## src/rtl/debounce_edge_detect.sv

```systemverilog
// debounce_edge_detect
//   Conditions a raw, asynchronous, bouncy input (push-button or switch).
//   The input first passes through a SYNC_STAGES-deep synchronizer. A
//   four-state machine then accepts a level change only after
//   DEBOUNCE_CYCLES consecutive synchronized samples that differ from the
//   current debounced level. On acceptance, the machine emits a one-cycle
//   rise or fall pulse alongside the new level. All outputs are registered,
//   so there is no combinational path from btn_in to any output.
module debounce_edge_detect #(
  parameter int SYNC_STAGES     = 2,
  parameter int DEBOUNCE_CYCLES = 1000,
  parameter int CNT_W           = 16
) (
  input  logic clk,
  input  logic rst_n,
  input  logic btn_in,
  output logic btn_level,
  output logic rise_pulse,
  output logic fall_pulse,
  output logic busy
);

  typedef enum logic [1:0] {
    IDLE_LO = 2'b00,
    CHK_HI  = 2'b01,
    IDLE_HI = 2'b10,
    CHK_LO  = 2'b11
  } state_t;

  localparam logic [CNT_W-1:0] CNT_ZERO = CNT_W'(0);
  localparam logic [CNT_W-1:0] CNT_ONE  = CNT_W'(1);
  // Terminal count: a candidate enters its check with cnt=1, so this value
  // is reached on the DEBOUNCE_CYCLES-th consecutive differing sample.
  localparam logic [CNT_W-1:0] CNT_LAST = CNT_W'(DEBOUNCE_CYCLES - 1);

  logic [SYNC_STAGES-1:0] sync_r;
  logic                   sync_q_s;
  state_t                 state_r;
  state_t                 state_nxt_s;
  logic [CNT_W-1:0]       cnt_r;
  logic [CNT_W-1:0]       cnt_nxt_s;
  logic                   level_nxt_s;
  logic                   rise_nxt_s;
  logic                   fall_nxt_s;
  logic                   busy_nxt_s;

  // Synchronizer chain: btn_in enters bit 0; the last flop is the only tap.
  always_ff @(posedge clk) begin
    if (!rst_n) begin
      sync_r <= {SYNC_STAGES{1'b0}};
    end else begin
      sync_r <= {sync_r[SYNC_STAGES-2:0], btn_in};
    end
  end

  assign sync_q_s = sync_r[SYNC_STAGES-1];

  // State, counter and registered outputs; reset aborts any check with no pulse.
  always_ff @(posedge clk) begin
    if (!rst_n) begin
      state_r    <= IDLE_LO;
      cnt_r      <= CNT_ZERO;
      btn_level  <= 1'b0;
      rise_pulse <= 1'b0;
      fall_pulse <= 1'b0;
      busy       <= 1'b0;
    end else begin
      state_r    <= state_nxt_s;
      cnt_r      <= cnt_nxt_s;
      btn_level  <= level_nxt_s;
      rise_pulse <= rise_nxt_s;
      fall_pulse <= fall_nxt_s;
      busy       <= busy_nxt_s;
    end
  end

  // Next-state logic: qualify candidate changes, restarting from idle on any bounce.
  always_comb begin
    state_nxt_s = state_r;
    cnt_nxt_s   = cnt_r;
    level_nxt_s = btn_level;
    rise_nxt_s  = 1'b0;
    fall_nxt_s  = 1'b0;
    case (state_r)
      IDLE_LO: begin
        if (sync_q_s) begin
          state_nxt_s = CHK_HI;
          cnt_nxt_s   = CNT_ONE;
        end else begin
          state_nxt_s = IDLE_LO;
          cnt_nxt_s   = CNT_ZERO;
        end
      end
      CHK_HI: begin
        if (!sync_q_s) begin
          state_nxt_s = IDLE_LO;
          cnt_nxt_s   = CNT_ZERO;
        end else if (cnt_r >= CNT_LAST) begin
          state_nxt_s = IDLE_HI;
          cnt_nxt_s   = CNT_ZERO;
          level_nxt_s = 1'b1;
          rise_nxt_s  = 1'b1;
        end else begin
          cnt_nxt_s   = cnt_r + CNT_ONE;
        end
      end
      IDLE_HI: begin
        if (!sync_q_s) begin
          state_nxt_s = CHK_LO;
          cnt_nxt_s   = CNT_ONE;
        end else begin
          state_nxt_s = IDLE_HI;
          cnt_nxt_s   = CNT_ZERO;
        end
      end
      CHK_LO: begin
        if (sync_q_s) begin
          state_nxt_s = IDLE_HI;
          cnt_nxt_s   = CNT_ZERO;
        end else if (cnt_r >= CNT_LAST) begin
          state_nxt_s = IDLE_LO;
          cnt_nxt_s   = CNT_ZERO;
          level_nxt_s = 1'b0;
          fall_nxt_s  = 1'b1;
        end else begin
          cnt_nxt_s   = cnt_r + CNT_ONE;
        end
      end
      default: begin
        state_nxt_s = IDLE_LO;
        cnt_nxt_s   = CNT_ZERO;
        level_nxt_s = 1'b0;
      end
    endcase
  end

  // busy is registered from the next state, so it is high exactly while in a check state.
  assign busy_nxt_s = (state_nxt_s == CHK_HI) || (state_nxt_s == CHK_LO);

endmodule

```

## config.mk

```make
export PLATFORM = sky130hd
export DESIGN_NAME = debounce_edge_detect
export DESIGN_NICKNAME = d
export VERILOG_FILES = /design/src/rtl/debounce_edge_detect.sv
export SDC_FILE = /design/constraint.sdc
export NUM_CORES = 1
export LEC_CHECK = 0
export ABC_CLOCK_PERIOD_IN_PS = 2110
export CAP_MARGIN = 10
export CORE_MARGIN = 2
export CORE_UTILIZATION = 40
export CTS_CLUSTER_SIZE = 40
export DETAILED_ROUTE_END_ITERATION = 12
export PLACE_DENSITY_LB_ADDON = 0.12
export SLEW_MARGIN = 20
export SYNTH_ARGS = -nofsm -noshare
export SYNTH_HDL_FRONTEND = slang
export SYNTH_SLANG_ARGS = --single-unit
```

## constraint.sdc

```tcl
create_clock -name clk -period 2.11 [get_ports clk]
set_input_delay 0.211 -clock clk [delete_from_list [all_inputs] [get_ports clk]]
set_output_delay 0.211 -clock clk [all_outputs]
set_load 0.01 [all_outputs]
```

==> run summary <==
CLOCKING
-------------------------------------------------------------------------------------
Hold bufs inserted after CTS                                                        0
H-tree levels                                                                       1
Clock-pin slew of the registers on the worst-case setup and hold paths        0.12 ns
Skew-Pair Late Insertion Delay                                                0.30 ns
Buffer cell driving the clock tree root                                  sky130_fd_sc_hd__clkbuf_4
Count of buffers added by post-CTS timing repair for setup                          0
Quantity of gates resized following cts                                             0
Number of clock sinks                                                              23
Maximum clock insertion buffer count                                                2
Total clock buffers created by CTS                                                  3
CTS tree                                                                         done

YOSYS
-------------------------------------------------------------------------------------
Distinct cell type count of the synthesized netlist                                24
Post-synthesis share of cell area spent on and, or, nand and nor gates          0.234
Post-synth top flop                                                      sky130_fd_sc_hd__dfxtp_1
Share of the synthesized area in compound gates (AO/OA/AOI/OAI)                0.0881
Library cell with the largest summed area after synthesis                sky130_fd_sc_hd__dfxtp_1
Post-Synthesis Cell Area                                                    823 sq um
Main area contributors after synthesis                                   sky130_fd_sc_hd__dfxtp_1, sky130_fd_sc_hd__nor2_1, sky130_fd_sc_hd__nand3_1
Yosys Warn Count                                                                    0
Adder-cell area share of the yosys netlist                                     0.0152
Cell with the most instances after synthesis                             sky130_fd_sc_hd__dfxtp_1
XOR/XNOR share of the synthesized area                                         0.0745
Post-synthesis cell count                                                          86
Average cell area after synthesis                                          9.57 sq um
Post-synthesis sequential element count                                            23
Number of enable-type register cells in the synthesized netlist                     0
Commonest cells in the netlist                                           sky130_fd_sc_hd__dfxtp_1, sky130_fd_sc_hd__nor2_1, sky130_fd_sc_hd__nand3_1
Part of the Yosys area used for sequential elements                             0.559
Fraction of synthesized cell area taken by the top area cell type               0.559
Asr flop ratio synth                                                                0
Mux cell area share after synthesis                                                 0
Combinational family with the most area after synthesis                  simple AND/OR/NAND/NOR gates

LAYOUT
-------------------------------------------------------------------------------------
Share of post-route cells with drive strength above 1                          0.0600
Layout net count                                                                  105
Filler instances                                                                  200
Antenna diodes                                                                      0
Area added between synthesis and finish                                         16.4%
Post-layout instance area                                                   958 sq um
Final core area utilization                                                     0.494

GLOBAL ROUTE
-------------------------------------------------------------------------------------
Number of antenna violations at the first check in global routing                   0
Total track usage                                                               0.130
First-pass GRT wire length                                                    2350 um
Via count of the first global-routing pass                                        553
Global route total overflow                                                         0
Pin count of the biggest net entering global routing                               14

TIMING
-------------------------------------------------------------------------------------
Final critical-path share of the clock period                                   0.887
Highest achievable clock rate                                                 535 MHz
Min cycle time layout                                                         1.87 ns
Sum of negative setup slack                                                      0 ns
Setup violations, final                                                             0
Final count of hold timing violations                                               0
Count of pins over their slew limit                                                 0
RSZ-0062 raised after global routing                                               no
Setup skew after layout                                                    0.00538 ns

MIN PATH
-------------------------------------------------------------------------------------
Source of the worst hold timing path                                     sync_r[0]$_SDFF_PN0_
Hold crit path type                                                        reg -> reg

ROUTING
-------------------------------------------------------------------------------------
Antenna violation net count after detailed routing                                  0
Vias per cell                                                                    4.53
Iteration-0 DRC Markers                                                             6
Total length of routed wires                                                  1260 um
DRC errors left                                                                     0
Vias                                                                              575
Average wire per standard cell                                                9.92 um
Detailed-router iteration count before antenna repair                               4

POWER
-------------------------------------------------------------------------------------
Combinational share of power                                                    0.038
Power per cell area                                                       695 mW/mm^2
Switching power of the nets                                                  0.137 mW
Sequential fraction of design power                                             0.676
Lkg Pwr                                                                      0.346 nW
Switching power as a share of total power                                       0.206
Power Internal                                                               0.529 mW
VDD IR max                                                                   0.432 mV
Clock group share of total power                                                0.287

SETUP PATH
-------------------------------------------------------------------------------------
Setup crit start kind                                                        register
Maximum fanout count along the critical path                                        9
Data arrival time at the worst-slack endpoint                                 2.11 ns
Capturing element type of the critical path                                  register
CP Launch Point                                                          cnt_r[0]$_SDFF_PN0_
Critical setup path kind                                                   reg -> reg
Buffering stage count on the worst path with inverters included                     0
Kind of cell with the highest combined delay on the critical path        simple AND/OR/NAND/NOR gates
CP max stage delay                                                            0.64 ns
Reg-to-reg critical path startpoint                                      cnt_r[0]$_SDFF_PN0_
Cell chain of the critical path                                          ha_1 > a211oi_2 > nor3b_1 > or4_1 > nor2_1
Max stage delay cell, worst path                                         sky130_fd_sc_hd__or4_1
Endpoint required time on the critical path                                   2.34 ns

FLOORPLAN
-------------------------------------------------------------------------------------
Starting density of the core                                                    0.424
Die area                                                                 0.00244 sq mm
Floorplan Core Area                                                      0.00194 sq mm
Vertical extent of the die                                                    49.4 um
I/O pins                                                                            7
Num rows                                                                           16
Die X                                                                         49.4 um

RUN
-------------------------------------------------------------------------------------
Max-Cap Viols                                                                       0

PLACE
-------------------------------------------------------------------------------------
Final weighted congestion of routability-driven global placement                0.777
Cell area reported after detailed placement                                 931 sq um
Port bufs                                                                           6
Placed wire-length estimate                                                    901 um

RUN STATUS
-------------------------------------------------------------------------------------
Result of the run                                                           completed

==> area by class of cell <==
cell class | instances | area (sq um) | share of cell area
Tap cell | 27 | 33.8 | 0.0352
Clock buffer | 3 | 22.5 | 0.0235
Clock inverter | 1 | 5.00 | 0.00522
Sequential cell | 23 | 460 | 0.480
Inverter | 4 | 15.0 | 0.0157
Multi-Input combinational cell | 63 | 362 | 0.377
Timing Repair Buffer | 6 | 60.1 | 0.0627
==> cell families after synthesis <==
logic type,after synthesis
other,1
AND/OR/NAND/NOR,38
buffers and inverters,5
adder cells (fa/ha/maj),1
flip-flops,23
XOR/XNOR,7
AO/OA/AOI/OAI,11
==> layout by cell type (no fill, tap or decap), drive strengths merged, types with 2 or more instances in the layout <==
| master | n |
|---|---|
| conb | 6 |
| a211oi | 2 |
| and2 | 2 |
| and3 | 3 |
| o21ai | 4 |
| inv | 4 |
| dfxtp | 23 |
| xnor2 | 4 |
| clkdlybuf4s50 | 6 |
| nand4 | 2 |
| nand2 | 2 |
| xor2 | 3 |
| a31oi | 3 |
| clkbuf | 3 |
| nor2 | 16 |
| nand3 | 7 |
| nor2b | 2 |
==> registers in the layout (all words and copies together) (netlist names) <==
signal	flops
btn_level	1
cnt_r	16
fall_pulse	1
rise_pulse	1
state_r	2
sync_r	2
==> power groups by stage <==
| stage | clock network (mW) | logic, mW | registers [mW] |
|---|---|---|---|
| floorplan | 0 | 0.0120 | 0.460 |
| global placement | 0 | 0.0247 | 0.460 |
| detailed placement | 0 | 0.0249 | 0.460 |
| CTS | 0.206 | 0.0251 | 0.450 |
| global route | 0.229 | 0.0290 | 0.452 |
| finish | 0.191 | 0.0250 | 0.450 |
==> worst register-to-register path, stage by stage (launching register included) <==
cell and delay [ns]:
sky130_fd_sc_hd__dfxtp_1 0.35, sky130_fd_sc_hd__ha_1 0.27, sky130_fd_sc_hd__a211oi_2 0.30, sky130_fd_sc_hd__nor3b_1 0.08
sky130_fd_sc_hd__or4_1 0.64, sky130_fd_sc_hd__nor2_1 0.16
==> layer usage <==
metal  GRT usage  wire, um  vias up  part of all wire
met5           0         0        -                 0
met4      0.0429        12        0            0.0095
met3      0.0552        57        2             0.045
met2       0.212       529        8              0.42
met1       0.152       661      248              0.52
li1            -         -      317                 -
==> worst paths after layout <==
kind | end | slack [ns] | cells after the start
setup / recovery | cnt_r[1]$_SDFF_PN0_ | 0.24 | 5
hold / removal | sync_r[1]$_SDFF_PN0_ | 0.47 | 1
hold reg to reg | sync_r[1]$_SDFF_PN0_ | 0.47 | 1
setup reg to reg | cnt_r[1]$_SDFF_PN0_ | 0.24 | 5
==> per-stage QoR <==
step	worst slack, ns	power, mW	std cells	hold slack, ns
2_1_floorplan	0.456	0.472	91	0.333
3_3_place_gp	0.308	0.484	123	0.418
3_5_place_dp	0.260	0.485	123	0.421
4_1_cts	0.203	0.681	127	0.465
5_1_grt	0.0468	0.710	127	0.504
6_report	0.239	0.666	127	0.466
(Power assumes the default switching activity.)
